--- src/rtl/alu_rf_pkg.sv ---
// alu_rf_pkg: shared constants and helpers for the ALU operand register file.
// Holds the legacy operand bank values that registers reload on reset/clear.
package alu_rf_pkg;

    localparam int RF_NINIT = 4;

    localparam logic [7:0] RF_INIT [RF_NINIT] = '{8'h48, 8'hAF, 8'hCC, 8'h32};

    // Reset value of register i at data width 'width' (truncated or zero-extended).
    function automatic logic [63:0] init_val(input int i, input int width);
        logic [63:0] v;
        v = '0;
        if (i >= 0 && i < RF_NINIT) begin
            v = 64'(RF_INIT[i[1:0]]);
        end
        if (width < 64) begin
            v = v & ((64'd1 << width) - 64'd1);
        end
        return v;
    endfunction

endpackage

--- src/rtl/alu_rf_read_port.sv ---
// alu_rf_read_port: one registered read port of the ALU operand register file.
// Optional same-cycle write forwarding when ALU_RF_BYPASS_EN is defined.
module alu_rf_read_port
    import alu_rf_pkg::*;
#(
    parameter int WIDTH = 8,
    parameter int DEPTH = 4,
    parameter int AW    = $clog2(DEPTH)
) (
    input  logic                        clk,
    input  logic                        rst,
    input  logic [AW-1:0]               addr,
    input  logic [DEPTH-1:0][WIDTH-1:0] regs,
`ifdef ALU_RF_BYPASS_EN
    input  logic                        fwd_en,
    input  logic [AW-1:0]               fwd_addr,
    input  logic [WIDTH-1:0]            fwd_data,
`endif
    output logic [WIDTH-1:0]            data
);

    logic [WIDTH-1:0] nxt;

    // Storage mux; addresses past DEPTH match no entry and read as zero.
    always_comb begin
        nxt = '0;
        for (int i = 0; i < DEPTH; i++) begin
            if (addr == AW'(i)) begin
                nxt = regs[i];
            end
        end
`ifdef ALU_RF_BYPASS_EN
        if (fwd_en && fwd_addr == addr) begin
            nxt = fwd_data;
        end
`endif
    end

    // Output register, one cycle read latency.
    always_ff @(posedge clk) begin
        if (rst) begin
            data <= '0;
        end else begin
            data <= nxt;
        end
    end

endmodule

--- src/rtl/alu_regfile.sv ---
// alu_regfile: writable operand register file, 2 read ports, 1 write port.
// Build option ALU_RF_BYPASS_EN: forward same-cycle write data to reads.
module alu_regfile
    import alu_rf_pkg::*;
#(
    parameter int WIDTH = 8,
    parameter int DEPTH = 4,
    parameter int AW    = $clog2(DEPTH)
) (
    input  logic             clk,
    input  logic             rst,
    input  logic             clr,
    input  logic             wr_en,
    input  logic [AW-1:0]    wr_addr,
    input  logic [WIDTH-1:0] wr_data,
    input  logic [AW-1:0]    rd0_addr,
    input  logic [AW-1:0]    rd1_addr,
    output logic [WIDTH-1:0] rd0_data,
    output logic [WIDTH-1:0] rd1_data,
    output logic             wr_err
);

    logic [DEPTH-1:0][WIDTH-1:0] regs;
    logic                        wr_in;
    logic                        wr_ok;

    // Write address range check and qualified write strobe.
    always_comb begin
        wr_in = ({1'b0, wr_addr} < (AW+1)'(DEPTH));
        wr_ok = wr_en && wr_in;
    end

    // Storage: reset/clear reload the legacy operands, clear wins over write.
    always_ff @(posedge clk) begin
        if (rst || clr) begin
            for (int i = 0; i < DEPTH; i++) begin
                regs[i] <= WIDTH'(init_val(i, WIDTH));
            end
        end else begin
            for (int i = 0; i < DEPTH; i++) begin
                if (wr_ok && wr_addr == AW'(i)) begin
                    regs[i] <= wr_data;
                end
            end
        end
    end

    // Flag a write to an out-of-range address for one cycle.
    always_ff @(posedge clk) begin
        if (rst) begin
            wr_err <= 1'b0;
        end else begin
            wr_err <= wr_en && !wr_in;
        end
    end

    alu_rf_read_port #(
        .WIDTH (WIDTH),
        .DEPTH (DEPTH),
        .AW    (AW)
    ) u_rd0 (
        .clk      (clk),
        .rst      (rst),
        .addr     (rd0_addr),
        .regs     (regs),
`ifdef ALU_RF_BYPASS_EN
        .fwd_en   (wr_ok && !clr),
        .fwd_addr (wr_addr),
        .fwd_data (wr_data),
`endif
        .data     (rd0_data)
    );

    alu_rf_read_port #(
        .WIDTH (WIDTH),
        .DEPTH (DEPTH),
        .AW    (AW)
    ) u_rd1 (
        .clk      (clk),
        .rst      (rst),
        .addr     (rd1_addr),
        .regs     (regs),
`ifdef ALU_RF_BYPASS_EN
        .fwd_en   (wr_ok && !clr),
        .fwd_addr (wr_addr),
        .fwd_data (wr_data),
`endif
        .data     (rd1_data)
    );

endmodule

--- config.mk ---
export PLATFORM = sky130hd
export DESIGN_NAME = alu_regfile
export DESIGN_NICKNAME = d
export VERILOG_FILES = /design/src/rtl/alu_rf_pkg.sv /design/src/rtl/alu_rf_read_port.sv /design/src/rtl/alu_regfile.sv
export SDC_FILE = /design/constraint.sdc
export NUM_CORES = 1
export LEC_CHECK = 0
export ABC_AREA = 1
export BUFFER_PORTS_ARGS = -buffer_cell sky130_fd_sc_hd__buf_2
export CORE_MARGIN = 2
export CORE_UTILIZATION = 38
export DETAILED_ROUTE_END_ITERATION = 8
export GPL_TIMING_DRIVEN = 0
export PLACE_DENSITY = 0.67
export SYNTH_ARGS = -nofsm -noshare
export SYNTH_HDL_FRONTEND = slang
export SYNTH_SLANG_ARGS = --single-unit
--- constraint.sdc ---
create_clock -name clk -period 1.1 [get_ports clk]
set_clock_uncertainty 0.05 [all_clocks]
set_input_delay 0.275 -clock clk [delete_from_list [all_inputs] [get_ports clk]]
set_output_delay 0.275 -clock clk [all_outputs]
set_load 0.05 [all_outputs]
* After elaboration in Yosys (flattened, before gate mapping)
Index checks and enable logic that the tools add are counted.
Storage, ports and cells: register bits 48, bits in latches 0, memory bits (writable) 0, ROM bits 0, input port bits 18, logic and storage cells 31, memories 0
Operators by class: $add $sub $neg 0, multipliers 0, divide/modulo/power cells 0, magnitude comparators 0, eq/ne operators 9, shifts and indexed selects 0, muxes and demuxes 8, bitwise gates (word level) 0, reductions and logical operators 8
Operators by type and width (count):
- two-way mux 8 bit | 8
- == test 2 bit, second input constant | 6
- == test 2 x 1 -> 1 bit, second input constant | 3
- zero test 2 bit | 3
- logical AND 1 bit | 4
- logical OR 1 bit | 1

* Longest topological paths before layout
depth in word-level cells 5, mapped depth 6, depth with buffers taken out 5

* By module
From an unflattened synthesis, not the netlist that was laid out.
Unflattened totals: cells, all modules 343, area, all modules 2272.2 um^2
By module, submodules not included:
- alu_regfile | times used 1, cells each 183, area an instance 1318.8 um^2, sequential area each 640.6 um^2
- alu_rf_read_port | times used 2, cells each 80, area an instance 476.7 um^2, sequential area each 160.2 um^2

* Least setup slack after synthesis
Ideal clock, no wire load.
path type input to register, from in rd1_addr[0], to reg u_rd1.data[4], arrival 0.858 ns, required time 0.941 ns, setup slack 0.083 ns, stages 6, path buffers 2, cell sequence buf_2 -> buf_2 -> o21ai_0 -> nand3_1 -> nand2_1 -> inv_1
Between the ends: longest elaborated chain between the ends 5, elaborated cells between the ends (all ways) 8, classes of those cells eq/ne (3); mux (4); reduce/logical (1)
RTL lines:
- start, declared | line alu_regfile.sv:17 | input logic [AW-1:0] rd1_addr,
- zero test 2 bit | line alu_rf_read_port.sv:28 | if (addr == AW'(i)) begin
- two-way mux 8 bit (3 in a row) | line alu_rf_read_port.sv:28
- two-way mux 8 bit (*) | line alu_rf_read_port.sv:28
- end signal, assigned | line alu_rf_read_port.sv:44 | data <= nxt;
- end, declared | line alu_rf_read_port.sv:19 | output logic [WIDTH-1:0] data
Mark *: on every way between the ends. The rest lies on a longest branch, timed or not. A chain may end at the register's enable or synchronous reset.

* Worst setup path in the final report
from reg u_rd0.data[7], to out rd0_data[7]
RTL lines:
- start, declared | line alu_rf_read_port.sv:19
- start signal, assigned | line alu_rf_read_port.sv:44
- end, declared | line alu_regfile.sv:18 | output logic [WIDTH-1:0] rd0_data,
No word-level cell between the ends.

==> results.py <==
metrics = {
    "critical_path": {
        "arrival_ns": 0.78,
        "critPathTopFamily": "flip-flops",
        "crit_required_ns": 0.77,
        "worstSetupStartpointType": "flop",
        "critPathKind": "reg -> out",
        "cpPeakStageDelay_ns": 0.34,
        "crit_slowest_cell": "dfxtp_2",
        "timing.critical_path.buf_inv": 1,
        "worstPathCellList": "buf_8",
        "crit_path_end_kind": "output pin",
        "worstPathMaxFanout": 1,
    },
    "timing": {
        "rsz0062_at_grt": "true",
        "setup_viol": 6,
        "fin_ws_ns": -0.003831,
        "clock.fmax_ghz": 0.9059,
        "finalHoldViolCount": 0,
        "period_share_pct": 100.3,
        "slew_violations": 0,
        "layout_min_cycle_time_ns": 1.104,
    },
    "die": {
        "rows": 27,
        "core_area_sq_um": 5608,
        "die_area_sq_um": 6517,
        "io_pins": 35,
        "die_w_um": 80.73,
        "fp.dieH_um": 80.73,
        "start_util_pct": 39.89,
    },
    "pwr": {
        "swShare_pct": 29.32,
        "combPwrFrac_pct": 19.2,
        "powerDensity_nw_per_um2": 1329,
        "ir_drop_v": 0.0005586,
        "switchingPower_uw": 1069,
        "seq_power_share_pct": 51.0,
        "power_frac_clock_pct": 29.8,
        "p_int_uw": 2576,
        "total_power_uw": 3644,
        "power_leakage_uw": 0.001344,
    },
    "routing": {
        "via_per_inst": 5.168,
        "vias": 2181,
        "dr.pass1.iters": 4,
        "ant_nets": 0,
        "wl_um": 5820,
        "post_drt_wl_per_cell_um": 13.79,
        "drt_iter0_drc": 140,
        "drc_errors": 0,
    },
    "clock_tree": {
        "cts_sinks": 48,
        "numCtsBuffers": 5,
        "htreeDepth": 2,
        "clk_pin_slew_worst_paths_ns": 0.09,
        "clock_path_buffers": 2,
        "hold_buffers": 0,
        "worstSkewPairLatency_ns": 0.29,
        "clock_tree.root_cell": "clkbuf_8",
        "tritoncts": "built",
    },
    "grt": {
        "grt_max_degree": 14,
        "met2_usage_pct": 30.25,
        "antenna_found_initial": 0,
        "first_global_vias": 2020,
        "overflow": 0,
        "grt-busiest-layer": "met2",
        "use_met3_pct": 4.000,
        "grt.total_usage_pct": 19.72,
        "grt_util_met1_pct": 27.72,
        "grt_pass1_wl_um": 9901,
    },
    "layout": {
        "n_antenna_cell": 0,
        "layout_common_cells": "nand2_1, nand3_1, inv_1",
        "drive_gt1_share_pct": 25.14,
        "final_common_cell": "nand2_1",
        "syn_to_final_growth_pct": 22.60,
        "nNetsFinal": 367,
    },
    "logic_synthesis": {
        "netlist_area_sq_um": 2237,
        "synth_cells": 312,
        "synth-seq-area-share_pct": 42.95,
        "synth_top_cell_area_share_pct": 42.95,
        "syn_area_per_cell_sq_um": 7.170,
        "synth.distinct_cells": 22,
        "synth_nets": 330,
        "synthTopCellsByArea": "dfxtp_1, nand2_1, nand3_1",
        "ys_warn_count": 0,
        "synth_top_area_cell": "dfxtp_1",
        "synth_seq_cells": 48,
    },
    "outcome": {
        "outcome": "complete, but fails checks",
        "violations": "negative setup slack",
    },
    "placement": {
        "dpl_worst_slack_ns": -0.1674,
        "hpwl_um": 4333,
        "gp_congestion": 0.8966,
        "portBuffers": 30,
    },
    "worst_hold_path": {
        "hold_class": "in -> reg",
    },
    "run": {
        "drv_cap": 0,
    },
}
-- power by group through the flow --
stage / sequential [uW] / clock, uW / combinational [uW]
after global placement: 1870 / 0 / 612
final: 1860 / 1090 / 699
after floorplan: 2010 / 0 / 311
after CTS: 1850 / 1110 / 670
after detailed placement: 1870 / 0 / 617
after global routing: 1860 / 1200 / 767
-- repair_timing --
action                     in CTS  in global routing
pin swaps                       0                  0
setup endpoints to repair      16                 17
buffers inserted                0                  0
resized for setup              50                 13
-- routing by layer --
metal	part of all wire, %	vias to the layer above	routed length, um
met1	47	972	2746
met4	2.0	0	119
li1	-	1091	-
met5	0	-	0
met3	6.9	12	404
met2	44	106	2549
-- sequential cells by signal (all words and copies together), names as in the netlist --
signal,count
regs,32
u_rd1.data,8
u_rd0.data,8
-- path summary, 6_finish.rpt --
kind         cells after the start            end          start  slack, ns
max                              1    rd0_data[7]  u_rd0.data[7]     -0.004
min                              3        regs[6]     wr_data[6]       0.20
max reg2reg                      4  u_rd1.data[1]        regs[9]       0.21
min reg2reg                      2       regs[25]       regs[25]       0.45
-- through the flow --
| step | setup TNS, ns | utilization (%) | hold WS (ns) | instances | cell area [sq um] |
|---|---|---|---|---|---|
| 6_report | -0.01090 | 48.91 | 0.2012 | 422 | 2743 |
| 5_1_grt | -0.4803 | 48.91 | 0.2117 | 422 | 2743 |
| 4_1_cts | -0.1182 | 48.06 | 0.1914 | 422 | 2695 |
| 3_5_place_dp | -3.906 | 44.18 | 0.4206 | 414 | 2477 |
| 3_3_place_gp | -3.116 | 44.18 | 0.4105 | 414 | 2477 |
| 2_1_floorplan | 0 | - | 0.3382 | 312 | 2237 |
-- synthesized netlist by cell type --
| cell | number |
|---|---|
| nand2_1 | 64 |
| dfxtp_1 | 48 |
| nand3_1 | 47 |
| inv_1 | 33 |
| nor2_1 | 25 |
| o21ai_0 | 22 |
| a21oi_1 | 16 |
| buf_2 | 10 |
| nand4_1 | 10 |
| a31oi_1 | 6 |
| nor2_2 | 6 |
| nand2_2 | 4 |
| buf_6 | 3 |
| inv_2 | 3 |
| nand3b_1 | 3 |
| o211ai_2 | 3 |
| buf_4 | 2 |
| clkbuf_1 | 2 |
| nand3_2 | 2 |
| conb_1 | 1 |
| nand3_4 | 1 |
| nor2_4 | 1 |
-- logic make-up (layout without fill, tap and decap cells) --
family	count (synthesis)	after routing	synth area share, %
DFF	48	48	42.95
other	1	1	0.1676
AOI/OAI and AO/OA	47	47	11.86
buffers and inverters	53	91	10.79
and+or+nand+nor	163	163	34.23
-- cell type report --
type	count	area, sq um
Buffer	17	106.4
Clock buffer	8	90.09
Multi-Input combinational cell	211	1037
Timing Repair Buffer	30	302.8
Tap cell	72	90.09
Inverter	36	135.1
Sequential cell	48	980.9
Fill cell	573	2865
(Power assumes the default switching activity.)
